$ cat src/rtl/dest_reg_scoreboard_if.sv
// Issue / write-back bus of the destination-register scoreboard.
//   master : decode/issue side; drives the issue and write-back requests,
//            receives stall and the scoreboard status.
//   slave  : the scoreboard itself.
// Signals
//   issue_valid, issue_wr, issue_dst[AW], src1[AW], src2[AW]  issue request
//   wb_valid, wb_dst[AW]                                     write-back event
//   stall                 issue not accepted this cycle (combinational)
//   busy_mask[2**AW]      bit r set while register r has a write pending
//   inflight[AW+CNT_W]    total outstanding writes
//   err                   sticky illegal-writeback flag
interface dest_reg_scoreboard_if #(
    parameter int AW    = 5,
    parameter int CNT_W = 2
);
    logic                  issue_valid;
    logic                  issue_wr;
    logic [AW-1:0]         issue_dst;
    logic [AW-1:0]         src1;
    logic [AW-1:0]         src2;
    logic                  wb_valid;
    logic [AW-1:0]         wb_dst;
    logic                  stall;
    logic [2**AW-1:0]      busy_mask;
    logic [AW+CNT_W-1:0]   inflight;
    logic                  err;

    modport master (
        output issue_valid, issue_wr, issue_dst, src1, src2, wb_valid, wb_dst,
        input  stall, busy_mask, inflight, err
    );

    modport slave (
        input  issue_valid, issue_wr, issue_dst, src1, src2, wb_valid, wb_dst,
        output stall, busy_mask, inflight, err
    );
endinterface

$ cat src/rtl/dest_reg_scoreboard.sv
// Destination-register scoreboard: one saturating outstanding-write counter
// per GPR. Issue of a register-writing instruction increments the counter of
// its destination, write-back decrements it. Issue stalls while a source has
// a pending write or the destination counter is at its maximum.
// Register 0 is never tracked.
// Ports
//   clk     rising-edge clock
//   rst_n   asynchronous active-low reset; clears all pending state
//   bus     dest_reg_scoreboard_if.slave (issue, write-back, status)
// Configuration
//   SCB_WB_BYPASS_EN  when defined, a source whose only pending write is being
//                     written back this cycle does not stall (register file
//                     forwards the data). Counters, full check and err are
//                     unaffected.
module dest_reg_scoreboard #(
    parameter int AW    = 5,
    parameter int CNT_W = 2
) (
    input  logic                   clk,
    input  logic                   rst_n,
    dest_reg_scoreboard_if.slave   bus
);

    localparam int              NREG    = 2**AW;
    localparam int              IW      = AW + CNT_W;
    localparam logic [CNT_W-1:0] CNT_MAX = '1;
    localparam logic [CNT_W-1:0] CNT_ONE = CNT_W'(1);

`ifdef SCB_WB_BYPASS_EN
    localparam bit WB_BYPASS = 1'b1;
`else
    localparam bit WB_BYPASS = 1'b0;
`endif

    logic [CNT_W-1:0] cnt_q [NREG];
    logic [CNT_W-1:0] cnt_d [NREG];
    logic [NREG-1:0]  busy_mask_q, busy_mask_d;
    logic [IW-1:0]    inflight_q, inflight_d;
    logic             err_q, err_d;

    logic hazard1, hazard2, full, stall_c, accept;
    logic inc, dec, wb_illegal;

    // A source is a hazard while it has a pending write, unless (bypass build)
    // its last pending write is retiring this very cycle.
    function automatic logic hazard(input logic [AW-1:0]    s,
                                    input logic [CNT_W-1:0] c,
                                    input logic             wb_hit);
        return (s != '0) && (c != '0) && !(WB_BYPASS && wb_hit && (c == CNT_ONE));
    endfunction

    always_comb begin
        hazard1 = hazard(bus.src1, cnt_q[bus.src1],
                         bus.wb_valid && (bus.wb_dst == bus.src1));
        hazard2 = hazard(bus.src2, cnt_q[bus.src2],
                         bus.wb_valid && (bus.wb_dst == bus.src2));
        full    = bus.issue_wr && (bus.issue_dst != '0) &&
                  (cnt_q[bus.issue_dst] == CNT_MAX);
        stall_c = bus.issue_valid && (hazard1 || hazard2 || full);
        accept  = bus.issue_valid && !stall_c;
    end

    // NOTE: every comb output gets a default before any conditional update so
    // no path leaves a signal unassigned (which would infer a latch).
    always_comb begin
        cnt_d       = cnt_q;
        err_d       = err_q;
        inc         = accept && bus.issue_wr && (bus.issue_dst != '0);
        dec         = bus.wb_valid && (bus.wb_dst != '0) && (cnt_q[bus.wb_dst] != '0);
        wb_illegal  = bus.wb_valid && (bus.wb_dst != '0) && (cnt_q[bus.wb_dst] == '0);

        if (wb_illegal) err_d = 1'b1;
        // Applied in sequence on cnt_d so inc and dec on the same register
        // cancel. inc never hits CNT_MAX (full stall), dec never goes below 0.
        if (inc) cnt_d[bus.issue_dst] = cnt_d[bus.issue_dst] + CNT_ONE;
        if (dec) cnt_d[bus.wb_dst]    = cnt_d[bus.wb_dst] - CNT_ONE;

        inflight_d = inflight_q + IW'(inc) - IW'(dec);

        busy_mask_d = '0;
        for (int r = 1; r < NREG; r++) begin
            busy_mask_d[r] = (cnt_d[r] != '0);
        end
    end

    // NOTE: the counter array is a bank of flops, not a RAM, and is cleared on
    // reset because reset must drop every pending write at once.
    // NOTE: state registers use non-blocking assignments only, so every flop
    // samples pre-edge values regardless of statement order.
    always_ff @(posedge clk or negedge rst_n) begin
        if (!rst_n) begin
            for (int r = 0; r < NREG; r++) cnt_q[r] <= '0;
            busy_mask_q <= '0;
            inflight_q  <= '0;
            err_q       <= 1'b0;
        end else begin
            cnt_q       <= cnt_d;
            busy_mask_q <= busy_mask_d;
            inflight_q  <= inflight_d;
            err_q       <= err_d;
        end
    end

    assign bus.stall     = stall_c;
    assign bus.busy_mask = busy_mask_q;
    assign bus.inflight  = inflight_q;
    assign bus.err       = err_q;

endmodule
$ cat src/flat_wrapper.sv
// flat-port wrapper written by rule: the top's interface ports become plain ports
module dest_reg_scoreboard_flat 
#(
    parameter int AW    = 5,
    parameter int CNT_W = 2
)
  (clk, rst_n, bus_issue_valid, bus_issue_wr, bus_issue_dst, bus_src1, bus_src2, bus_wb_valid, bus_wb_dst, bus_stall, bus_busy_mask, bus_inflight, bus_err);
  dest_reg_scoreboard_if #(.AW(AW), .CNT_W(CNT_W)) bus_i ();
  input  logic clk;
  input  logic rst_n;
  input wire logic [$bits(bus_i.issue_valid)-1:0] bus_issue_valid;
  input wire logic [$bits(bus_i.issue_wr)-1:0] bus_issue_wr;
  input wire logic [$bits(bus_i.issue_dst)-1:0] bus_issue_dst;
  input wire logic [$bits(bus_i.src1)-1:0] bus_src1;
  input wire logic [$bits(bus_i.src2)-1:0] bus_src2;
  input wire logic [$bits(bus_i.wb_valid)-1:0] bus_wb_valid;
  input wire logic [$bits(bus_i.wb_dst)-1:0] bus_wb_dst;
  output wire logic [$bits(bus_i.stall)-1:0] bus_stall;
  output wire logic [$bits(bus_i.busy_mask)-1:0] bus_busy_mask;
  output wire logic [$bits(bus_i.inflight)-1:0] bus_inflight;
  output wire logic [$bits(bus_i.err)-1:0] bus_err;
  assign bus_i.issue_valid = bus_issue_valid;
  assign bus_i.issue_wr = bus_issue_wr;
  assign bus_i.issue_dst = bus_issue_dst;
  assign bus_i.src1 = bus_src1;
  assign bus_i.src2 = bus_src2;
  assign bus_i.wb_valid = bus_wb_valid;
  assign bus_i.wb_dst = bus_wb_dst;
  assign bus_stall = bus_i.stall;
  assign bus_busy_mask = bus_i.busy_mask;
  assign bus_inflight = bus_i.inflight;
  assign bus_err = bus_i.err;
  dest_reg_scoreboard #(.AW(AW), .CNT_W(CNT_W)) u_core (.clk(clk), .rst_n(rst_n), .bus(bus_i));
endmodule
$ cat config.mk
export PLATFORM = sky130hd
export DESIGN_NAME = dest_reg_scoreboard_flat
export DESIGN_NICKNAME = d
export VERILOG_FILES = /design/src/rtl/dest_reg_scoreboard_if.sv /design/src/rtl/dest_reg_scoreboard.sv /design/src/flat_wrapper.sv
export SDC_FILE = /design/constraint.sdc
export NUM_CORES = 1
export LEC_CHECK = 0
export BUFFER_PORTS_ARGS = -buffer_cell sky130_fd_sc_hd__buf_4
export CORE_MARGIN = 5
export CORE_UTILIZATION = 40
export DETAILED_ROUTE_END_ITERATION = 12
export PLACE_DENSITY = 0.63
export SYNTH_ARGS = -nofsm -noshare
export SYNTH_HDL_FRONTEND = slang
export SYNTH_SLANG_ARGS = --single-unit
$ cat constraint.sdc
create_clock -name clk -period 12.2 [get_ports clk]
set_input_delay 1.22 -clock clk [delete_from_list [all_inputs] [get_ports clk]]
set_output_delay 1.22 -clock clk [all_outputs]
set_load 0.03 [all_outputs]
==> results of run 1 <==
## registers in the layout (all words and copies together), names as in the netlist
register and count:
u_core.bus.err 1, u_core.bus.busy_mask 31, u_core.bus.inflight 7, u_core.cnt_q 64
## per-layer routing
metal  up-vias  GRT usage, %  routed length (µm)
met5         -             0                   0
met4         0          9.28                1050
met3        84          7.10                3020
met2       484          35.2               11600
met1      3362          33.3               10900
li1       3031             -                   -
## synthesized netlist by cell type, types with 10 or more instances
| library cell | instances | area [µm²] |
|---|---|---|
| mux4_2 | 30 | 676 |
| mux2i_1 | 127 | 1270 |
| buf_2 | 12 | 60.1 |
| nand3_1 | 10 | 50.1 |
| inv_1 | 13 | 48.8 |
| nor3_1 | 29 | 145 |
| o21ai_0 | 11 | 55.1 |
| clkbuf_1 | 29 | 109 |
| nand2_1 | 63 | 236 |
| nor4_1 | 12 | 75.1 |
| nor2_1 | 130 | 488 |
| dfrtp_1 | 103 | 2580 |
| a21oi_1 | 65 | 325 |
## how the worst min path moves through the flow
stage,from,to,slack [ps],cells after the start
2_1_floorplan,u_core.cnt_q[63],u_core.cnt_q[63],470,1
3_3_place_gp,u_core.cnt_q[63],u_core.cnt_q[63],440,0
3_5_place_dp,u_core.cnt_q[63],u_core.cnt_q[63],440,0
4_1_cts,u_core.cnt_q[63],u_core.cnt_q[63],450,0
5_1_grt,u_core.cnt_q[63],u_core.cnt_q[63],480,0
6_report,u_core.cnt_q[63],u_core.cnt_q[63],460,0
## logic make-up (layout without fill, tap and decap cells)
kind of cell,after synthesis,count (layout),synth area share [%]
simple gates,310,310,20.4
mux,167,167,27.3
xor+xnor,8,8,1.01
flops,103,103,33.5
other cells,1,1,0.0487
buf+inv,74,103,4.49
fa+ha+maj,9,9,1.56
compound gates,138,138,11.7
## where the power goes
part | internal, mW | switching (mW) | total (mW) | leakage, nW
clock | 0.187 | 0.134 | 0.321 | 0.157
sequential | 0.467 | 0.106 | 0.572 | 1.35
combinational | 0.356 | 0.579 | 0.935 | 1.98
total | 1.01 | 0.819 | 1.83 | 3.48
## cell type report
| type | count | area (µm²) |
|---|---|---|
| fillers | 1796 | 10200 |
| multi-input cells | 633 | 4790 |
| flip-flops and latches | 103 | 2580 |
| repair buffers | 71 | 533 |
| well taps | 260 | 325 |
| clock buffers | 12 | 246 |
| clock inverters | 4 | 77.6 |
| inverters | 16 | 60.1 |
## worst register-to-register path, cell delays in order (launching register included)
cell and delay [ps]:
dfrtp_1 460, mux4_2 480, mux2i_1 140, and2_1 180, o41a_1 160, inv_1 60, ha_1 220, nand3_1 110
nand2b_1 60, o32a_1 320, buf_4 280, or2_1 470, nor3_1 390, mux2i_1 350, o22ai_1 120, a211o_1 300
or4_2 1070, xor2_4 1040, mux2i_1 210
## metrics by stage
stage	instance area [µm²]	util, %	hold slack (ps)	setup WS, ps	instances
after floorplan	7700	-	468	5670	810
after global placement	8280	44.0	437	4620	1083
after detailed placement	8280	44.0	438	4410	1083
after CTS	8610	45.7	454	4790	1099
after global routing	8610	45.7	481	4340	1099
final	8610	45.7	462	4710	1099
==> results.toml, run 1 <==
[outcome]
status = "finished, final reports clean"

[yosys]
synth_cells = 810
ys_seq_elements = 103
syn_nets = 844
synth_edf_count = 0
synth_flop_cell = "dfrtp_1"
ys_types = 71
ys_async_sr_fraction_pct = 100
syn_area_per_cell_um2 = 9.50
synth.yosys.seq_area_share_pct = 33.5
mappedNetlistArea_um2 = 7700
yosys_warnings = 0

[finish]
syn2layout_area_growth_pct = 11.8
diodes = 0
drive_gt1_share_pct = 18.4
final_common_cell = "nor2_1"
fin_nets = 868
layout_common_cells = "nor2_1, mux2i_1, dfrtp_1"

[sta]
tns_ps = 0
tightest_slew_ps = 1080
skew_ps = 12.1
setup_viol = 0
fmax_ghz = 0.133
period_minus_slack_ps = 7490
rsz0062_at_grt = "no"
hold_violations = 0
maxSlewHeadroom_pct = 27.7
drv_slew = 0
post-route-period-util_pct = 61.4

[clock_tree]
holdBufCountCts = 0
worst_skew_pair.late_latency_ps = 370
cts_tree = "built"
postCtsResizedCells = 0
h-tree-depth = 3
numCtsBuffers = 9
clockBufferDepth = 2
root_buffer = "clkbuf_16"
clk_pin_slew_ps = 70
cts.sinks = 103
cts_setup_buffers = 0

[global_routing]
grt_max_degree = 58
grt_pass1_wl_um = 40800
grt_pass1_vias = 6681
grt_use_total_pct = 24.0
antenna_found_initial = 0
grt_overflow_total = 0

[worst_setup_path]
path_common_cell = "mux2i_1"
crit_path_start_kind = "primary input"
r2r_cells = 18
startpoint = "bus_issue_dst[0]"
path_depth = 19
setup.worst_path.class = "primary input to flip-flop"
crit_slowest_cell = "or4_2"
endpoint_kind = "flip-flop"
cp_max_fo = 33
critPathBufInv = 3
cp_data_required_time_ps = 12390
crit_chain = "buf_4 -> mux4_2 -> mux2i_1 -> and2_1 -> o41a_1 -> inv_1 -> ha_1 -> nand3_1 -> nand2b_1 -> o32a_1 -> buf_4 -> or2_1 -> nor3_1 -> mux2i_1 -> o22ai_1 -> a211o_1 -> or4_2 -> xor2_4 -> mux2i_1"
cp_slowest_stage_delay_ps = 1070
critPathArrivalTime_ps = 7680
rr_startpoint = "u_core.cnt_q[50]"
endpoint = "u_core.cnt_q[61]"
path_delay_family = "simple AND/OR/NAND/NOR gates"
ff2ff_setup_slack_ps = 5600
r2r-end = "u_core.cnt_q[61]"

[route]
ant_nets = 0
first_pass_iters = 6
wire_per_inst_um = 24.2
vias_per_cell = 6.33
drc = 0
wl_um = 26500
drt_iter0_drc = 903
vias = 6961

[pwr]
power_density_nw_per_um2 = 212
leakagePower_nw = 3.48
irDropWorstVdd_uv = 88.2
total_power_mw = 1.83

[placed_design]
routabilityCongestion = 0.968
portBuffers = 64
hpwl_um = 18800

[flow_run]
maxCapViolations = 0

[floorplan]
die_y_um = 149
dieArea_um2 = 22100
die_w_um = 149
initial_core_util_pct = 40.9
rows = 50
ios = 66
core_um2 = 18800

[min_path]
hp-class = "flip-flop to flip-flop"
Power figures use the tool's default switching activity.
==> run 2, diff against run 1 <==
clock period = 7.05 ns   (was 12.2 ns; I/O delays follow)
==> run 2 against run 1 <==
  * Critical path type unchanged
  * Cell area grew 0.12%
  * Total power grew 73%
  * Flip-flop and latch count is the same
  * Setup slack lost 3600 ps
  * Register-to-register slack lost 4100 ps
  * Largest power group unchanged
  * Clock skew is essentially flat
  * Global-route usage grew 0.36 points
  * Highest routed layer unchanged
  * Hold slack lost 110 ps
  * Die area is the same
  * Clock power grew 67%
==> results.toml, run 2 (synthesis gave the netlist of run 1 again) <==
[floorplan]
die_y_um = 149
die_w_um = 149
core_um2 = 18800
ios = 66
initial_core_util_pct = 40.9
dieArea_um2 = 22100
rows = 50

[pwr]
irDropWorstVdd_uv = 159
power_density_nw_per_um2 = 367
p_clk_share_pct = 16.9
switchingPower_mw = 1.42
seqPwrFrac_pct = 31.5
intPower_mw = 1.75
total_power_mw = 3.16
p_sw_share_pct = 44.8
pwr-share-comb_pct = 51.6
leakagePower_nw = 3.49

[sta]
period_minus_slack_ps = 5920
setup_viol = 0
skew_ps = 12.2
tightest_slew_ps = 750
fmax_ghz = 0.169
tns_ps = 0
hold_violations = 0
maxSlewHeadroom_pct = 50.0
drv_slew = 0
post-route-period-util_pct = 83.9
rsz0062_at_grt = "no"

[finish]
final_common_cell = "nor2_1"
fill_cells = 1823
syn2layout_area_growth_pct = 11.9
layout_common_cells = "nor2_1, mux2i_1, dfrtp_1"
drive_gt1_share_pct = 18.8
largest_reg_flops = 64
regMostFlops = "u_core.cnt_q"
diodes = 0
fin_nets = 873

[clock_tree]
cts_setup_buffers = 0
clk_pin_slew_ps = 70
worst_skew_pair.late_latency_ps = 360
clockBufferDepth = 2
postCtsResizedCells = 0
cts.sinks = 103
root_buffer = "clkbuf_16"
cts_tree = "built"
numCtsBuffers = 9
holdBufCountCts = 0
h-tree-depth = 3

[worst_setup_path]
crit_chain = "buf_4 -> mux4_2 -> mux2i_1 -> and2_1 -> o41a_1 -> inv_1 -> ha_1 -> nand3_1 -> nand2b_1 -> o32a_1 -> buf_4 -> nor3_1 -> mux2_2 -> nor4_1 -> o221ai_1 -> a221oi_1 -> or4_1 -> o31a_1 -> buf_4 -> a21oi_1"
endpoint_kind = "flip-flop"
r2r_cells = 19
cp_slowest_stage_delay_ps = 560
path_delay_family = "compound AO/OA/AOI/OAI gates"
critPathArrivalTime_ps = 6130
cp_max_fo = 30
crit_slowest_cell = "mux4_2"
critPathBufInv = 4
crit_path_start_kind = "primary input"
setup.worst_path.class = "primary input to flip-flop"
cp_data_required_time_ps = 7260
path_common_cell = "buf_4"
path_depth = 20

[global_routing]
grt_pass1_vias = 6911
grt_use_total_pct = 24.3
grt_max_degree = 57
grt_overflow_total = 0
antenna_found_initial = 0
grt_pass1_wl_um = 41200

[route]
drc = 0
vias_per_cell = 6.49
wl_met3_um = 3320
first_pass_iters = 7
top_layer = "met4"
drt_iter0_drc = 1134
dr_wl_met2_um = 11700
drt-met1-wl_um = 10600
ant_nets = 0
wl_um = 26800
vias = 7152
wire_per_inst_um = 24.4

[outcome]
status = "finished, final reports clean"

[placed_design]
hpwl_um = 19300
routabilityCongestion = 1.04
portBuffers = 64

[flow_run]
maxCapViolations = 0

[min_path]
hp-class = "primary input to async pin"
run 2: final timing paths:
kind | start | to | slack (ps)
max | bus_issue_dst[0] | u_core.bus.busy_mask[23] | 1130
min reg2reg | u_core.cnt_q[63] | u_core.cnt_q[63] | 450
min in group clk | u_core.cnt_q[63] | u_core.cnt_q[63] | 450
max reg2reg | u_core.cnt_q[32] | u_core.bus.busy_mask[23] | 1480
min | rst_n | u_core.cnt_q[32] | 360
max in group asynchronous | rst_n | u_core.cnt_q[57] | 5560
run 2: per-stage QoR:
step / instances / instance area, µm² / utilization (%) / hold WS (ps) / setup WS, ps
floorplan: 810 / 7700 / - / 409 / 1030
global placement: 1088 / 8310 / 44.1 / 451 / 1030
detailed placement: 1088 / 8310 / 44.1 / 439 / 947
CTS: 1102 / 8620 / 45.8 / 387 / 1260
global route: 1102 / 8620 / 45.8 / 412 / 923
finish: 1102 / 8620 / 45.8 / 356 / 1130
run 2: worst reg2reg max path, stage by stage, from the launching register on:
cell and delay, ps:
dfrtp_1 460, mux4_2 490, mux2i_1 140, and2_1 210
o41a_1 170, inv_1 70, ha_1 200, nand3_1 100
nand2b_1 60, o32a_1 360, buf_4 290, nor3_1 540
mux2_2 410, nor4_1 190, o221ai_1 210, a221oi_1 310
or4_1 250, o31a_1 390, buf_4 410, a21oi_1 160
run 2: layout make-up:
class                           instances  area (µm²)  share of cell area (%)
Clock inverter                          5        83.8                   0.973
Tap cell                              260         325                    3.78
Inverter                               16        60.1                   0.697
Sequential cell                       103        2580                    29.9
Multi-Input combinational cell        633        4770                    55.4
Clock buffer                            9         225                    2.61
Timing Repair Buffer                   76         571                    6.62
run 2: metal layers:
metal	global-route usage [%]	vias up
met5	0	-
met4	10.9	0
met3	6.15	100
met2	36.0	552
met1	33.6	3450
li1	-	3050
run 2: power groups by stage:
stage | Clock, mW | Sequential [mW] | Combinational (mW)
2_1_floorplan | 0 | 1.15 | 0.904
3_3_place_gp | 0 | 0.998 | 1.59
3_5_place_dp | 0 | 0.992 | 1.61
4_1_cts | 0.549 | 0.985 | 1.62
5_1_grt | 0.569 | 1.02 | 1.76
6_report | 0.535 | 0.996 | 1.63
==> run 3, diff against run 2 <==
clock period = 6 ns   (was 7.05 ns; I/O delays follow)
==> run 3 against run 2 <==
  * Cell count rose by 1.5%
  * Clock skew is 5.5 ps lower
  * Combinational power up 20%
  * Flip-flop and latch count unchanged
  * Die area did not move
  * Sequential share of layout area down 0.52 points
  * Critical path depth unchanged
  * Register-to-register slack lost 770 ps
  * Total power up 21%
  * Sequential power up 16%
  * Clock power grew 31%
==> results.toml, run 3 (synthesis gave the netlist of run 1 again) <==
[outcome]
status = "finished, final reports clean"

[worst_setup_path]
critPathBufInv = 4
r2r-end = "u_core.cnt_q[27]"
crit_path_start_kind = "primary input"
cp_data_required_time_ps = 6230
crit_slowest_cell = "or4_1"
rr_startpoint = "u_core.cnt_q[32]"
critPathArrivalTime_ps = 5670
cp_slowest_stage_delay_ps = 620
setup.worst_path.class = "primary input to flip-flop"
path_delay_family = "compound AO/OA/AOI/OAI gates"
ff2ff_setup_slack_ps = 710
crit_chain = "buf_4 -> buf_4 -> mux2i_1 -> o22ai_1 -> o211ai_1 -> o41a_1 -> inv_1 -> ha_1 -> nand3_1 -> nand2b_1 -> o32a_1 -> or2_1 -> nor3_1 -> mux2i_1 -> o22ai_1 -> a211o_1 -> or4_1 -> xor2_2 -> buf_4 -> mux2i_1"
cp_max_fo = 19
path_depth = 20
endpoint_kind = "flip-flop"
r2r_cells = 18

[finish]
fin_nets = 888
drive_gt1_share_pct = 20.4
final_util_pct = 46.6
layout_common_cells = "nor2_1, mux2i_1, dfrtp_1"
multi_input_area_um2 = 4770
fin_cells = 1119
largest_reg_flops = 64
stdcell_area_um2 = 8770
register_area_um2 = 2580
regMostFlops = "u_core.cnt_q"
final_common_cell = "nor2_1"
fill_cells = 1787
diodes = 0
syn2layout_area_growth_pct = 13.9

[global_routing]
antenna_found_initial = 0
gr-usage-met1_pct = 35.4
grt-busiest-layer = "met2"
grt_use_met3_pct = 5.76
grt_overflow_total = 0
grt_pass1_vias = 6829
grt_use_total_pct = 25.6
met2_usage_pct = 38.3
grt_max_degree = 58
grt_pass1_wl_um = 42600

[clock_tree]
root_buffer = "clkbuf_16"
postCtsResizedCells = 0
cts.sinks = 103
worst_skew_pair.late_latency_ps = 370
clockBufferDepth = 2
numCtsBuffers = 9
clk_pin_slew_ps = 80
holdBufCountCts = 0
cts_tree = "built"
cts_setup_buffers = 0
h-tree-depth = 3

[placed_design]
place_area_um2 = 8420
routabilityCongestion = 1.01
hpwl_um = 20400
placedCellCount = 1103
portBuffers = 64

[sta]
rsz0062_at_grt = "no"
period_minus_slack_ps = 5440
skew_ps = 6.73
hold_violations = 0
post-route-period-util_pct = 90.7
tightest_slew_ps = 893
fmax_ghz = 0.184
setup_viol = 0
tns_ps = 0
maxSlewHeadroom_pct = 40.3
drv_slew = 0

[route]
wire_per_inst_um = 25.0
vias_per_cell = 6.19
drt_iter0_drc = 825
first_pass_iters = 5
wl_um = 27900
drc = 0
ant_nets = 0
vias = 6930

[pwr]
leakagePower_nw = 3.60
power_density_nw_per_um2 = 435
irDropWorstVdd_uv = 183
total_power_mw = 3.82

[min_path]
hp-class = "primary input to async pin"

[floorplan]
core_um2 = 18800
initial_core_util_pct = 40.9
ios = 66
die_y_um = 149
dieArea_um2 = 22100
die_w_um = 149
rows = 50

[flow_run]
maxCapViolations = 0
-- run 3: cell types whose count changed in the layout (fill, tap and decap cells not counted), sizes merged --
cell / change
buf: +15
bufinv: +1
clkinv: +1
clkinvlp: -2
inv: +2
-- run 3: final cells by class --
| class | count | share of cell area [%] |
|---|---|---|
| repair buffers | 91 | 7.79 |
| clock inverters | 7 | 1.43 |
| flip-flops and latches | 103 | 29.4 |
| inverters | 16 | 0.685 |
| multi-input cells | 633 | 54.4 |
| clock buffers | 9 | 2.57 |
| well taps | 260 | 3.71 |
-- run 3: how the worst max path moves through the flow --
stage	from	end	slack (ps)
after floorplan	bus_issue_dst[0]	u_core.cnt_q[39]	90
after global placement	bus_issue_dst[0]	u_core.cnt_q[27]	280
after detailed placement	bus_issue_dst[0]	u_core.cnt_q[7]	280
after CTS	bus_issue_dst[0]	u_core.cnt_q[7]	650
after global routing	bus_issue_dst[0]	u_core.cnt_q[27]	250
final	bus_issue_dst[0]	u_core.cnt_q[27]	560
-- run 3: per-layer routing --
| layer | wire length (µm) | up-vias |
|---|---|---|
| li1 | - | 3083 |
| met1 | 11500 | 3329 |
| met2 | 12400 | 441 |
| met3 | 2800 | 77 |
| met4 | 1230 | 0 |
| met5 | 0 | - |
-- run 3: per-stage QoR --
stage          hold slack (ps)  worst slack (ps)
2_1_floorplan              304              85.4
3_3_place_gp               454               282
3_5_place_dp               449               277
4_1_cts                    264               655
5_1_grt                    295               247
6_report                   235               559
-- run 3: power by group --
part / switching, mW / leakage [nW] / internal (mW) / total [mW]
sequential: 0.213 / 1.35 / 0.948 / 1.16
combinational: 1.20 / 2.08 / 0.752 / 1.95
clock: 0.289 / 0.171 / 0.413 / 0.702
total: 1.70 / 3.60 / 2.11 / 3.82
